==> src/rtl/fifo_ctrl_if.sv <==
// Handshake bundle between the FIFO controller, the board-level requester and the RegisterFile.
// The slave modport is the controller's view; the master modport is the surrounding logic.
interface fifo_ctrl_if #(
    parameter int M = 3,
    parameter int N = 4
);
    logic         En_In;
    logic         En_Out;
    logic [N-1:0] In;
    logic [N-1:0] Read_Data;
    logic [M-1:0] Read_Address;
    logic [M-1:0] Write_Address;
    logic [N-1:0] Write_Data;
    logic         Write_Enable;
    logic [N-1:0] Out;
    logic         Out_Valid;
    logic         Empty;
    logic         Full;
    logic [M-1:0] Count;

    modport slave (
        input  En_In, En_Out, In, Read_Data,
        output Read_Address, Write_Address, Write_Data, Write_Enable,
        output Out, Out_Valid, Empty, Full, Count
    );

    modport master (
        output En_In, En_Out, In, Read_Data,
        input  Read_Address, Write_Address, Write_Data, Write_Enable,
        input  Out, Out_Valid, Empty, Full, Count
    );
endinterface

==> src/rtl/fifo_ctrl.sv <==
// FIFO controller that uses a RegisterFile (address 0 hardwired to zero) as storage.
// Holds head/tail/count, edge-detects the request levels and registers the output word and flags.
module fifo_ctrl #(
    parameter int M = 3,
    parameter int N = 4
) (
    input  logic        CLK100MHZ,
    input  logic        reset,
    fifo_ctrl_if.slave  bus
);
    localparam logic [M-1:0] PTR_FIRST = M'(1);
    localparam logic [M-1:0] PTR_LAST  = {M{1'b1}};
    localparam logic [M-1:0] CNT_ONE   = M'(1);

    logic         en_in_d, en_out_d;
    logic         in_pulse, out_pulse;
    logic         do_enq, do_deq;
    logic [M-1:0] head, tail, count;
    logic [M-1:0] count_nxt;
    logic [N-1:0] out_r;
    logic         out_valid_r, empty_r, full_r;

    // Pointers cycle through 1..2^M-1 so the hardwired-zero address is never used.
    function automatic logic [M-1:0] ptr_next(input logic [M-1:0] p);
        return (p == PTR_LAST) ? PTR_FIRST : p + CNT_ONE;
    endfunction

    assign in_pulse  = bus.En_In  & ~en_in_d;
    assign out_pulse = bus.En_Out & ~en_out_d;

    // When full, a simultaneous dequeue frees the slot, so the write may proceed onto head.
    always_comb begin
        do_enq    = in_pulse  & (~full_r | out_pulse);
        do_deq    = out_pulse & ~empty_r;
        count_nxt = count;
        if (do_enq && !do_deq)
            count_nxt = count + CNT_ONE;
        else if (do_deq && !do_enq)
            count_nxt = count - CNT_ONE;
    end

    always_ff @(posedge CLK100MHZ or posedge reset) begin
        if (reset) begin
            en_in_d     <= 1'b0;
            en_out_d    <= 1'b0;
            head        <= PTR_FIRST;
            tail        <= PTR_FIRST;
            count       <= '0;
            out_r       <= '0;
            out_valid_r <= 1'b0;
            empty_r     <= 1'b1;
            full_r      <= 1'b0;
        end else begin
            en_in_d     <= bus.En_In;
            en_out_d    <= bus.En_Out;
            out_valid_r <= do_deq;
            count       <= count_nxt;
            empty_r     <= (count_nxt == '0);
            full_r      <= (count_nxt == PTR_LAST);
            if (do_enq)
                tail <= ptr_next(tail);
            if (do_deq) begin
                head  <= ptr_next(head);
                out_r <= bus.Read_Data;
            end
        end
    end

    // Gating with reset keeps a request that is high during reset from strobing the RegisterFile.
    assign bus.Write_Enable  = do_enq & ~reset;
    assign bus.Write_Address = tail;
    assign bus.Write_Data    = bus.In;
    assign bus.Read_Address  = head;
    assign bus.Out           = out_r;
    assign bus.Out_Valid     = out_valid_r;
    assign bus.Empty         = empty_r;
    assign bus.Full          = full_r;
    assign bus.Count         = count;
endmodule

==> src/flat_wrapper.sv <==
// flat-port wrapper written by rule: the top's interface ports become plain ports
module fifo_ctrl_flat 
#(
    parameter int M = 3,
    parameter int N = 4
)
  (CLK100MHZ, reset, bus_En_In, bus_En_Out, bus_In, bus_Read_Data, bus_Read_Address, bus_Write_Address, bus_Write_Data, bus_Write_Enable, bus_Out, bus_Out_Valid, bus_Empty, bus_Full, bus_Count);
  fifo_ctrl_if #(.M(M), .N(N)) bus_i ();
  input  logic CLK100MHZ;
  input  logic reset;
  input wire logic [$bits(bus_i.En_In)-1:0] bus_En_In;
  input wire logic [$bits(bus_i.En_Out)-1:0] bus_En_Out;
  input wire logic [$bits(bus_i.In)-1:0] bus_In;
  input wire logic [$bits(bus_i.Read_Data)-1:0] bus_Read_Data;
  output wire logic [$bits(bus_i.Read_Address)-1:0] bus_Read_Address;
  output wire logic [$bits(bus_i.Write_Address)-1:0] bus_Write_Address;
  output wire logic [$bits(bus_i.Write_Data)-1:0] bus_Write_Data;
  output wire logic [$bits(bus_i.Write_Enable)-1:0] bus_Write_Enable;
  output wire logic [$bits(bus_i.Out)-1:0] bus_Out;
  output wire logic [$bits(bus_i.Out_Valid)-1:0] bus_Out_Valid;
  output wire logic [$bits(bus_i.Empty)-1:0] bus_Empty;
  output wire logic [$bits(bus_i.Full)-1:0] bus_Full;
  output wire logic [$bits(bus_i.Count)-1:0] bus_Count;
  assign bus_i.En_In = bus_En_In;
  assign bus_i.En_Out = bus_En_Out;
  assign bus_i.In = bus_In;
  assign bus_i.Read_Data = bus_Read_Data;
  assign bus_Read_Address = bus_i.Read_Address;
  assign bus_Write_Address = bus_i.Write_Address;
  assign bus_Write_Data = bus_i.Write_Data;
  assign bus_Write_Enable = bus_i.Write_Enable;
  assign bus_Out = bus_i.Out;
  assign bus_Out_Valid = bus_i.Out_Valid;
  assign bus_Empty = bus_i.Empty;
  assign bus_Full = bus_i.Full;
  assign bus_Count = bus_i.Count;
  fifo_ctrl #(.M(M), .N(N)) u_core (.CLK100MHZ(CLK100MHZ), .reset(reset), .bus(bus_i));
endmodule
==> config.mk <==
export PLATFORM = sky130hd
export DESIGN_NAME = fifo_ctrl_flat
export DESIGN_NICKNAME = d
export VERILOG_FILES = /design/src/rtl/fifo_ctrl_if.sv /design/src/rtl/fifo_ctrl.sv /design/src/flat_wrapper.sv
export SDC_FILE = /design/constraint.sdc
export NUM_CORES = 1
export LEC_CHECK = 0
export BUFFER_PORTS_ARGS = -buffer_cell sky130_fd_sc_hd__buf_2
export CELL_PAD_IN_SITES_DETAIL_PLACEMENT = 0
export CELL_PAD_IN_SITES_GLOBAL_PLACEMENT = 1
export CORE_MARGIN = 4
export CORE_UTILIZATION = 32
export CTS_CLUSTER_SIZE = 16
export DETAILED_ROUTE_END_ITERATION = 16
export PLACE_DENSITY = 0.73
export SYNTH_ARGS = -nofsm -noshare
export SYNTH_HDL_FRONTEND = slang
export SYNTH_SLANG_ARGS = --single-unit
==> constraint.sdc <==
create_clock -name CLK100MHZ -period 1.3 [get_ports CLK100MHZ]
set_input_delay 0.065 -clock CLK100MHZ [delete_from_list [all_inputs] [get_ports CLK100MHZ]]
set_output_delay 0.065 -clock CLK100MHZ [all_outputs]
set_load 0.005 [all_outputs]
## Word level (Yosys, flattened, before mapping)

Cells that the tools add are included.

- Output and inout port bits: 21
- Word-level logic and storage cells: 36
- Bits of input ports: 12
- Flip-flop bits (word level): 18

- Bitwise gates (word level): 11
- Equal/unequal tests: 3
- Reductions and logical operators: 5
- Muxes and demuxes: 4
- Add/subtract/negate cells: 4

Operators by type and width:

| operator | count |
|---|---|
| $mux W3 | 4 |
| $add A3 B1 Y3 const B | 3 |
| $eq A3 B3 Y1 const B | 3 |
| $and A1 B1 Y1 | 5 |
| $not A1 Y1 | 5 |
| $logic_not A3 Y1 | 1 |
| $sub A3 B1 Y3 const B | 1 |
| $logic_and A1 B1 Y1 | 2 |
| $logic_not A1 Y1 | 2 |
| $or A1 B1 Y1 | 1 |

## Longest topological paths before layout

- Depth after elaboration: 9
- Depth in mapped cells: 5
- Mapped depth without buffers: 5

## Least setup slack after synthesis

Ideal clock, no wire load.

- Path type: register to register
- Start: reg u_core.en_out_d
- End: reg u_core.full_r, in the netlist u_core.bus.Full
- Period minus slack after synthesis: 1.395 ns
- Path buffers: 0
- Library setup time: 0.094 ns
- Required time: 1.206 ns
- Stages on the path, launching flop included: 5
- Slack: -0.095 ns
- Data arrival time: 1.301 ns
- Cells stage by stage: dfrtp_1 nor3b_4 nand2_1 a211o_1 a211oi_1

- Longest elaborated chain between the ends: 9
- Elaborated cells on any way between the ends: 12
- Classes of those cells: eq/ne (1); mux (2); bitwise (5); reduce/logical (4)

Ends and longest elaborated chain:

| element | RTL line | text |
|---|---|---|
| from (decl) | fifo_ctrl.sv:15 | `logic en_in_d, en_out_d;` |
| from (signal assigned) | fifo_ctrl.sv:55 | `en_out_d <= bus.En_Out;` |
| $not A1 Y1 * | fifo_ctrl.sv:29 | `assign out_pulse = bus.En_Out & ~en_out_d;` |
| $and A1 B1 Y1 * | fifo_ctrl.sv:29 |  |
| $or A1 B1 Y1 | fifo_ctrl.sv:33 | `do_enq = in_pulse & (~full_r \| out_pulse);` |
| $and A1 B1 Y1 | fifo_ctrl.sv:33 |  |
| $logic_not A1 Y1 | fifo_ctrl.sv:38 | `else if (do_deq && !do_enq)` |
| $logic_and A1 B1 Y1 | fifo_ctrl.sv:38 |  |
| $mux W3 | fifo_ctrl.sv:38 |  |
| $mux W3 * | fifo_ctrl.sv:36 | `if (do_enq && !do_deq)` |
| $eq A3 B3 Y1 * | fifo_ctrl.sv:59 | `full_r <= (count_nxt == PTR_LAST);` |
| to (signal assigned) | fifo_ctrl.sv:59 |  |
| to (decl) | fifo_ctrl.sv:21 | `logic out_valid_r, empty_r, full_r;` |

Every way passes the cells marked *; elsewhere a longest branch is shown, timed or not.
A chain may end at the register's enable or synchronous reset.

## Worst setup path after layout

- Start: reg u_core.en_out_d
- End: out bus_Write_Enable

- Longest elaborated chain between the ends: 5

Ends and longest elaborated chain:

| element | RTL line | text |
|---|---|---|
| $not A1 Y1 | fifo_ctrl.sv:29 |  |
| $and A1 B1 Y1 | fifo_ctrl.sv:29 |  |
| $or A1 B1 Y1 | fifo_ctrl.sv:33 |  |
| $and A1 B1 Y1 | fifo_ctrl.sv:33 |  |
| $and A1 B1 Y1 | fifo_ctrl.sv:70 | `assign bus.Write_Enable = do_enq & ~reset;` |
| to (decl) | flat_wrapper.sv:18 | `output wire logic [$bits(bus_i.Write_Enable)-1:0] bus_Write_Enable;` |

Every way passes these cells.

==> impl_metrics.tcl <==
set metrics [dict create \
    grt_pass1_vias 761 \
    r2r-start "u_core.en_out_d" \
    yosysTopAreaCellShare 0.4304 \
    r2r_cells 5 \
    synth_common_cells "dfrtp_1, inv_1, mux2_2" \
    holdWs_ns 0.02546 \
    port_buffers 24 \
    core_sq_um 2545 \
    path_class "reg2out" \
    finClkSkew_ns 0.001168 \
    routabilityCongestion 0.7575 \
    place_ws_ns -0.2247 \
    fin_nets 140 \
    die_w_um 60.21 \
    ys_types 25 \
    insertion_delay_ns 0.30 \
    synth_mux_area_frac 0.09039 \
    yosys_register_bits 18 \
    yosysMostFrequentCell "dfrtp_1" \
    cts.sinks 18 \
    dp_hpwl_um 1305 \
    worst_pin_slew_ns 0.3306 \
    synth_fa_ha_area_frac 0.08608 \
    crit_required_ns 1.24 \
    yosysTopAreaCell "dfrtp_1" \
    clkTransAtPathRegs_ns 0.10 \
    grt_max_degree 19 \
    wirelength_um 2023 \
    synth_top_family_by_area "simple AND/OR/NAND/NOR gates" \
    antenna_found_initial 0 \
    die_y_um 60.21 \
    synth_ff_type "dfrtp_1" \
    multiInputGateArea_sq_um 478.0 \
    path_delay_family "flip-flops" \
    vias 709 \
    dp.cells 131 \
    netlist_instances 71 \
    crit_chain "nand2b_4, a21oi_2, buf_4, and2_1, buf_2" \
    gr-total-overflow 0 \
    start_util 0.3427 \
    crit_buf_inv 2 \
    stdcell_count 151 \
    netlist_area_sq_um 872.1 \
    cts_max_path_buffers 2 \
    synth-compound-area-share 0.1047 \
    synth_xor_area_frac 0.02009 \
    critPathLaunchType "flip-flop" \
    syn_to_final_growth_pct 58.97 \
    min_path_type "in2reg" \
    yosys_warnings 0 \
    worstReg2RegEnd "u_core.bus.Full" \
    synth_edf_count 0 \
    syn_nets 89 \
    p_leak_uw 0.0006708 \
    cp_data_arrival_time_ns 1.47 \
    htreeDepth 1 \
    boundaryPins 33 \
    regArea_sq_um 455.4 \
    ys_top_cells_by_area "dfrtp_1, dfstp_2, mux2_2" \
    syn_area_per_cell_sq_um 12.28 \
    track_usage 0.1289 \
    cts-buffers-inserted 3 \
    rows 18 \
    worst_slack_ns -0.2332 \
    endpoint_kind "output pin" \
    period_share 1.179 \
    violations "setup timing" \
    postRouteAntennaNets 0 \
    cp_slowest_cell "dfrtp_2" \
    r2r_slack_ns -0.21 \
    cts_root_buf "clkbuf_4" \
    drv_slew 0 \
    ys_seq_area_frac 0.5208 \
    power.density_nw_per_um2 1908 \
    cts_tree "yes" \
    avgViaCountPerCell 4.695 \
    setup_viol 13 \
    peakVddDrop_mv 1.232 \
    dr.pass1.iters 4 \
    critPathMaxStageDelay_ns 0.45 \
    min_to "u_core.en_out_d" \
    period_minus_slack_ns 1.533 \
    maxSlewHeadroom 0.7786 \
    drive_gt1_frac 0.6364 \
    min-delay-start "bus_En_Out" \
    fmax_mhz 652.2 \
    grt_pass1_wl_um 3456 \
    wl_per_cell_um 13.40 \
    synth_simple_gate_area_frac 0.1047 \
    num-fill-cells 224 \
    finalHoldViolations 0 \
    maxCapViolCount 0 \
    rsz0062_at_grt "yes" \
    antennaDiodeCount 0 \
    drt_iter0_drc 9 \
    async_reset_ff_frac 1.000 \
    hold_depth 2 \
    dieArea_sq_um 3625 \
    status "finished with violations" \
    drcViolationCount 0 \
    cp_max_fo 5 \
]
metrics by stage:
step                      area (sq um)  utilization  setup TNS, ns  total power (uW)
after floorplan                  880.8            -        -0.3058              1488
after global placement            1084       0.4258         -1.029              1935
after detailed placement          1084       0.4258         -1.509              1976
after CTS                         1315       0.5167         -1.929              2534
after global routing              1386       0.5447         -2.408              2893
final                             1386       0.5447         -1.579              2645
power breakdown:
| group | leakage, uW | internal (uW) | switching [uW] |
|---|---|---|---|
| Clock | 0.0000210 | 171 | 184 |
| Combinational | 0.000439 | 786 | 552 |
| Sequential | 0.000211 | 790 | 162 |
final cells by class:
class | instances | area share
Inverter | 7 | 0.01895
Clock buffer | 4 | 0.02617
Tap cell | 30 | 0.02708
Timing Repair Buffer | 50 | 0.2545
Multi-Input combinational cell | 42 | 0.3448
Sequential cell | 18 | 0.3285
layer usage:
layer | vias to the layer above | wire [um] | track usage
met5 | - | 0 | 0
met4 | 0 | 27 | 0.03797
met3 | 3 | 118 | 0.03888
met2 | 13 | 1033 | 0.2253
met1 | 348 | 842 | 0.1503
li1 | 345 | - | -
kinds of logic after synthesis:
kind of cell,after synthesis
AO/OA/AOI/OAI,12
flip-flops,18
multiplexers,7
XOR/XNOR,2
AND/OR/NAND/NOR,14
adder cells (fa/ha/maj),6
buffers and inverters,12
worst register-to-register path, stage by stage, from the launching register on:
cell	delay (ns)
dfrtp_2	0.45
nor3b_4	0.22
buf_4	0.16
nand2_2	0.06
a211o_1	0.34
a211oi_2	0.21
layout by cell type (no fill, tap or decap), types with 2 or more instances in the layout:
| cell | count |
|---|---|
| a21oi_1 | 2 |
| buf_2 | 24 |
| buf_4 | 14 |
| buf_6 | 6 |
| clkbuf_4 | 3 |
| dfrtp_1 | 14 |
| dfstp_2 | 3 |
| dlygate4sd3_1 | 6 |
| ha_1 | 4 |
| ha_2 | 2 |
| inv_1 | 5 |
| inv_2 | 2 |
| mux2_4 | 7 |
| nand2_2 | 2 |
| nand2b_4 | 2 |
| nor2b_1 | 2 |
| nor3b_4 | 2 |
| o211ai_1 | 2 |
| xnor2_2 | 2 |
flip-flops by register name (all words and copies together) (netlist names):
signal,cells
u_core.en_in_d,1
u_core.bus.Out,4
u_core.bus.Write_Address,3
u_core.bus.Count,3
u_core.bus.Empty,1
u_core.en_out_d,1
u_core.bus.Read_Address,3
u_core.bus.Out_Valid,1
u_core.bus.Full,1
worst max-delay path by stage:
stage,startpoint,end,depth (start not counted)
after floorplan,u_core.en_out_d,u_core.bus.Full,4
after global placement,u_core.en_out_d,u_core.bus.Full,4
after detailed placement,u_core.en_out_d,u_core.bus.Full,4
after CTS,u_core.en_out_d,u_core.bus.Empty,4
after global routing,u_core.bus.Count[1],u_core.bus.Empty,5
final,u_core.en_out_d,bus_Write_Enable,5
what timing repair did:
| action | 4_1_cts | 5_1_grt |
|---|---|---|
| setup buffers | 7 | 5 |
| pin swaps | 12 | 9 |
| hold buffers | 6 | 0 |
| endpoints found under the setup margin | 13 | 14 |
| hold endpoints to repair | 20 | 0 |
| gates cloned | 1 | 0 |
| gates resized for setup | 18 | 15 |
(Power assumes the default switching activity.)
